==> config.mk <==
export PLATFORM = sky130hd
export DESIGN_NAME = sram_like_arbiter
export DESIGN_NICKNAME = d
export VERILOG_FILES = /design/src/rtl/sram_like_arbiter_pkg.sv /design/src/rtl/arb_order_fifo.sv /design/src/rtl/sram_like_arbiter.sv
export SDC_FILE = /design/constraint.sdc
export NUM_CORES = 1
export LEC_CHECK = 0
export CORE_AREA = 2 2 124 126
export CTS_CLUSTER_DIAMETER = 50
export DETAILED_ROUTE_END_ITERATION = 6
export DIE_AREA = 0 0 126 128
export GPL_TIMING_DRIVEN = 0
export PLACE_DENSITY_LB_ADDON = 0.05
export SYNTH_ARGS = -nofsm -noshare
export SYNTH_HDL_FRONTEND = slang
export SYNTH_HIERARCHICAL = 1
export SYNTH_SLANG_ARGS = --single-unit
==> constraint.sdc <==
create_clock -name clk -period 2.9 [get_ports clk]
set_clock_uncertainty 0.2 [all_clocks]
set_input_delay 0.58 -clock clk [delete_from_list [all_inputs] [get_ports clk]]
set_output_delay 0.58 -clock clk [all_outputs]
set_load 0.03 [all_outputs]
==> src/rtl/sram_like_arbiter_pkg.sv <==
// Shared constants for the sram-like arbiter: source ids and grant FSM encodings.
package sram_like_arbiter_pkg;

  localparam logic SRC_INST = 1'b0;
  localparam logic SRC_DATA = 1'b1;

  typedef enum logic [1:0] {
    ARB_IDLE   = 2'd0,
    ARB_HOLD_I = 2'd1,
    ARB_HOLD_D = 2'd2
  } arb_state_t;

endpackage

==> src/rtl/arb_order_fifo.sv <==
// 1-bit-wide order FIFO recording which master owns each accepted transaction.
module arb_order_fifo #(
  parameter int DEPTH = 4,
  parameter int CNT_W = $clog2(DEPTH) + 1
) (
  input  logic             clk,
  input  logic             reset,
  input  logic             push,
  input  logic             din,
  input  logic             pop,
  output logic             dout,
  output logic             full,
  output logic             empty,
  output logic [CNT_W-1:0] count
);

  localparam int PTR_W = $clog2(DEPTH);

  logic             mem_reg [DEPTH];
  logic [PTR_W-1:0] wr_ptr_reg;
  logic [PTR_W-1:0] rd_ptr_reg;
  logic [CNT_W-1:0] count_reg;
  logic             do_push;
  logic             do_pop;

  assign full    = (count_reg == CNT_W'(DEPTH));
  assign empty   = (count_reg == '0);
  assign count   = count_reg;
  assign do_push = push & ~full;
  assign do_pop  = pop & ~empty;
  // Head is read combinationally so data_ok routing stays zero-latency.
  assign dout    = mem_reg[rd_ptr_reg];

  always_ff @(posedge clk) begin
    if (do_push) begin
      mem_reg[wr_ptr_reg] <= din;
    end
  end

  always_ff @(posedge clk or posedge reset) begin
    if (reset) begin
      wr_ptr_reg <= '0;
      rd_ptr_reg <= '0;
      count_reg  <= '0;
    end else begin
      if (do_push) wr_ptr_reg <= wr_ptr_reg + PTR_W'(1);
      if (do_pop)  rd_ptr_reg <= rd_ptr_reg + PTR_W'(1);
      case ({do_push, do_pop})
        2'b10:   count_reg <= count_reg + CNT_W'(1);
        2'b01:   count_reg <= count_reg - CNT_W'(1);
        default: count_reg <= count_reg;
      endcase
    end
  end

endmodule

==> src/rtl/sram_like_arbiter.sv <==
// Two-master sram-like arbiter with grant locking and in-order response routing.
// Define ARB_RR_EN for round-robin arbitration; default is data-over-inst priority.
module sram_like_arbiter
  import sram_like_arbiter_pkg::*;
#(
  parameter int OUTSTANDING = 4,
  parameter int CNT_W       = $clog2(OUTSTANDING) + 1
) (
  input  logic        clk,
  input  logic        reset,
  input  logic        inst_sram_req,
  input  logic        inst_sram_wr,
  input  logic [1:0]  inst_sram_size,
  input  logic [3:0]  inst_sram_wstrb,
  input  logic [31:0] inst_sram_addr,
  input  logic [31:0] inst_sram_wdata,
  output logic        inst_sram_addr_ok,
  output logic        inst_sram_data_ok,
  output logic [31:0] inst_sram_rdata,
  input  logic        data_sram_req,
  input  logic        data_sram_wr,
  input  logic [1:0]  data_sram_size,
  input  logic [3:0]  data_sram_wstrb,
  input  logic [31:0] data_sram_addr,
  input  logic [31:0] data_sram_wdata,
  output logic        data_sram_addr_ok,
  output logic        data_sram_data_ok,
  output logic [31:0] data_sram_rdata,
  output logic        mem_req,
  output logic        mem_wr,
  output logic [1:0]  mem_size,
  output logic [3:0]  mem_wstrb,
  output logic [31:0] mem_addr,
  output logic [31:0] mem_wdata,
  input  logic        mem_addr_ok,
  input  logic        mem_data_ok,
  input  logic [31:0] mem_rdata,
  output logic        arb_busy
);

  arb_state_t       state_reg;
  arb_state_t       state_next;
  logic             winner;
  logic             winner_req;
  logic             accept;
  logic             fifo_full;
  logic             fifo_empty;
  logic             fifo_head;
  logic             pop;
  logic [CNT_W-1:0] fifo_count;

`ifdef ARB_RR_EN
  logic last_winner_reg;

  always_ff @(posedge clk or posedge reset) begin
    if (reset) begin
      last_winner_reg <= SRC_INST;
    end else if (accept) begin
      last_winner_reg <= winner;
    end
  end
`endif

  always_comb begin
    winner = SRC_INST;
    case (state_reg)
      ARB_HOLD_I: winner = SRC_INST;
      ARB_HOLD_D: winner = SRC_DATA;
      default: begin
`ifdef ARB_RR_EN
        if (inst_sram_req && data_sram_req) begin
          winner = ~last_winner_reg;
        end else if (data_sram_req) begin
          winner = SRC_DATA;
        end
`else
        if (data_sram_req) begin
          winner = SRC_DATA;
        end
`endif
      end
    endcase
  end

  assign winner_req = (winner == SRC_DATA) ? data_sram_req : inst_sram_req;
  assign mem_req    = winner_req & ~fifo_full;
  assign accept     = mem_req & mem_addr_ok;

  always_comb begin
    mem_wr    = inst_sram_wr;
    mem_size  = inst_sram_size;
    mem_wstrb = inst_sram_wstrb;
    mem_addr  = inst_sram_addr;
    mem_wdata = inst_sram_wdata;
    if (winner == SRC_DATA) begin
      mem_wr    = data_sram_wr;
      mem_size  = data_sram_size;
      mem_wstrb = data_sram_wstrb;
      mem_addr  = data_sram_addr;
      mem_wdata = data_sram_wdata;
    end
  end

  always_comb begin
    state_next = state_reg;
    case (state_reg)
      ARB_IDLE: begin
        if (mem_req && !mem_addr_ok) begin
          state_next = (winner == SRC_DATA) ? ARB_HOLD_D : ARB_HOLD_I;
        end
      end
      ARB_HOLD_I, ARB_HOLD_D: begin
        // A held master dropping req is tolerated: release the lock.
        if (!winner_req || accept) begin
          state_next = ARB_IDLE;
        end
      end
      default: state_next = ARB_IDLE;
    endcase
  end

  always_ff @(posedge clk or posedge reset) begin
    if (reset) begin
      state_reg <= ARB_IDLE;
    end else begin
      state_reg <= state_next;
    end
  end

  assign inst_sram_addr_ok = accept & (winner == SRC_INST);
  assign data_sram_addr_ok = accept & (winner == SRC_DATA);

  assign pop               = mem_data_ok & ~fifo_empty;
  assign inst_sram_data_ok = pop & (fifo_head == SRC_INST);
  assign data_sram_data_ok = pop & (fifo_head == SRC_DATA);
  assign inst_sram_rdata   = mem_rdata;
  assign data_sram_rdata   = mem_rdata;
  assign arb_busy          = ~fifo_empty;

  arb_order_fifo #(
    .DEPTH (OUTSTANDING),
    .CNT_W (CNT_W)
  ) u_order_fifo (
    .clk   (clk),
    .reset (reset),
    .push  (accept),
    .din   (winner),
    .pop   (mem_data_ok),
    .dout  (fifo_head),
    .full  (fifo_full),
    .empty (fifo_empty),
    .count (fifo_count)
  );

endmodule

==> impl_metrics.csv <==
group,metric,value,unit
setup_path,cp_data_required_time,2120,ps
timing,rsz0062_at_grt,"true",
synth,ys_seq_elements,13,
layout,nNetsFinal,704,
timing,final.min_clock_period,2861,ps
die,dieWidth,126,microns
die,core,14860,sq um
layout,diodes,0,
power,p_per_area,745.6,nW/um^2
synth,syn_avg_cell_area,10.09,sq um
layout,utilization,35.77,%
synth,yosysWarnings,6,
layout,drive_gt1_share,45.83,%
layout,final_area,5318,sq um
setup_path,r2r_cells,14,
setup_path,worst_path_most_repeated_cell,"buf_12",
power,power_leakage,0.002311,uW
setup_path,criticalPathCategory,"reg -> out",
setup_path,cpMaxStageDelayCell,"dfrtp_1",
global_route,antenna_found_initial,1,
clock_network,cts_root_buffer,"clkbuf_16",
routing,routed_via_density,3.744,
global_route,grt_pass1_wl,15700,microns
synth,synthDistinctLibCells,33,
synth,seq_area_frac_synth,15.99,%
placed_design,dpl.hpwl,10540,microns
die,io_pins,321,
global_route,grt_use_total,12.77,%
layout,largest_reg_flops,4,
timing,whs,278.5,ps
power,p_int,2080,uW
setup_path,critPathMaxFanout,10,
run,cap_violations,0,
placed_design,placed_area,5283,sq um
synth,synth_area_leaders,"mux2_2, buf_4, dfrtp_1",
timing,tightest_slew,504.4,ps
timing,drv_slew,0,
routing,antenna_left,0,
placed_design,place_inst,690,
clock_network,cts_buffers,3,
synth,netlist_area,2160,sq um
power,switchingPower,1885,uW
setup_path,crit_chain,"inv_2, ha_4, mux2i_4, buf_12, buf_12, mux2_2, clkbuf_4",
timing,max_freq,0.3495,GHz
setup_path,critical_path_arrival,2080,ps
die,die_area,16130,sq um
clock_network,cts_tree,"done",
setup_path,startpoint_type,"flop",
global_route,grt-ovfl-total,0,
min_path,hold_path_depth,1,
power,swShare,47.53,%
placed_design,gp_congestion,0.7680,
synth,syn_inst,214,
min_path,hold_class,"reg -> reg",
routing,drtIter0Drc,30,
die,dieHeight,128,microns
routing,drc,0,
timing,final.setup.worst_slack,38.66,ps
die,start_util,14.53,%
clock_network,cts-htree-levels,1,
timing,setup_viol,0,
power,irDropWorstVdd,0.2218,mV
timing,hold_viol_final,0,
timing,slew-limit-headroom,65.90,%
placed_design,io_buffer_count,288,
synth,synth_fp_nets,402,
power,pwr-share-clk,6.4,%
run_status,outcome,"completed",
layout,fillCellCount,1525,
global_route,grt_max_degree,11,
global_route,grt_pass1_vias,2755,
layout,areaGrowthSynthToFinish,146.2,%
power,p_comb_share,84.6,%
routing,wl_per_cell,16.65,microns
clock_network,cts.sinks,13,
routing,routed_wl,11700,microns
routing,num_vias,2632,
synth,synth_top_area_share,33.89,%
power,seq_power_share,8.9,%
clock_network,clk_pin_slew_worst_paths,40,ps
setup_path,crit_path_end_kind,"output port",
layout,final_cells,703,
clock_network,cts_hold_buf,0,
timing,period_share,98.67,%
synth,yosys.area.top_type,"mux2_2",
die,num_rows,45,
setup_path,slowest_delay,370,ps
clock_network,cts_max_path_buffers,2,
clock_network,clk_latency,240,ps
routing,drtPass1Iterations,4,
placed_design,place_ws,-846.6,ps
-- metrics by stage --
stage	TNS [ps]	power [uW]
CTS	-1270	3761
detailed placement	-55940	3657
floorplan	0	2396
global placement	-54870	3658
global route	-293.3	4192
finish	0	3965
-- logic make-up (layout without fill, tap and decap cells) --
family | Yosys count | count (layout) | synth area share [%]
buf+inv | 86 | 387 | 27.98
compound gates | 8 | 8 | 2.839
mux | 75 | 75 | 40.27
fa+ha+maj | 8 | 8 | 4.982
simple gates | 18 | 18 | 5.503
xor+xnor | 6 | 6 | 2.434
flops | 13 | 13 | 15.99
-- power by group through the flow --
stage	Clock, uW	Combinational, uW	Sequential, uW
2_1_floorplan	0	2060	338
3_3_place_gp	0	3300	354
3_5_place_dp	0	3300	355
4_1_cts	260	3150	353
5_1_grt	268	3560	364
6_report	255	3360	355
-- critical path, delay by kind of cell (launching register included) --
| kind | cells | cell delay, ps |
|---|---|---|
| mux | 2 | 590 |
| buf+inv | 4 | 580 |
| flops | 1 | 370 |
| fa+ha+maj | 1 | 290 |
-- area by class of cell --
cell class / instances / area (sq um) / area share (%)
Tap cell: 188 / 235.2 / 4.424
Inverter: 15 / 56.30 / 1.059
Sequential cell: 13 / 345.3 / 6.494
Buffer: 71 / 615.6 / 11.58
Timing Repair Buffer: 297 / 2733 / 51.39
Clock buffer: 3 / 75.07 / 1.412
Clock inverter: 1 / 5.005 / 0.09412
Multi-Input combinational cell: 115 / 1252 / 23.55
-- synth_stat cells (all sizes together) --
master	instances
o31ai	1
nor2b	1
o211ai	1
mux2i	2
xnor2	3
fa	1
a211oi	1
nor3	1
mux4	1
and2	4
inv	15
a22o	1
nand3	1
buf	71
nor4b	1
dfrtp	9
o21ai	2
edfxtp	4
a32o	1
ha	7
o31a	1
nand2	3
nor2	4
xor2	3
mux2	72
nor3b	2
and3	1
-- cell usage in the layout (no fill, tap or decap), drive strengths merged, types with 2 or more instances in the layout --
cell	n
and2	4
buf	145
clkbuf	8
clkdlybuf4s15	2
clkdlybuf4s50	212
dfrtp	9
dlygate4sd2	2
edfxtp	4
ha	7
inv	15
mux2	72
mux2i	2
nand2	3
nor2	4
nor3b	2
o21ai	2
xnor2	3
xor2	3
-- path summary, 6_finish.rpt --
| check | endpoint | startpoint | slack [ps] |
|---|---|---|---|
| worst max register to register | u_order_fifo/count[2]$_DFFE_PP0P_ | state_reg[1]$_DFFE_PP0P_ | 230 |
| max in group asynchronous | u_order_fifo/count[1]$_DFFE_PP0P_ | reset | 1850 |
| min in group asynchronous | state_reg[1]$_DFFE_PP0P_ | reset | 320 |
| worst min-delay path | u_order_fifo/rd_ptr_reg[1]$_DFFE_PP0P_ | u_order_fifo/rd_ptr_reg[1]$_DFFE_PP0P_ | 280 |
| worst max-delay path | mem_wdata[24] | state_reg[0]$_DFFE_PP0P_ | 40 |
| worst min register to register | u_order_fifo/rd_ptr_reg[1]$_DFFE_PP0P_ | u_order_fifo/rd_ptr_reg[1]$_DFFE_PP0P_ | 280 |
-- metal layers --
metal | global-route usage (%) | share of wire [%] | vias up
met3 | 3.339 | 8.0 | 12
met2 | 26.57 | 58 | 166
met5 | 0 | 0.14 | -
met4 | 3.103 | 1.7 | 2
met1 | 12.27 | 32 | 1187
li1 | - | - | 1265
-- timing repair --
item | 4_1_cts | 5_1_grt
pin swaps | 0 | 2
gates resized for setup | 338 | 107
endpoints found under the setup margin | 76 | 73
cloned | 0 | 1
setup buffers | 4 | 4
(Power assumes the default switching activity.)
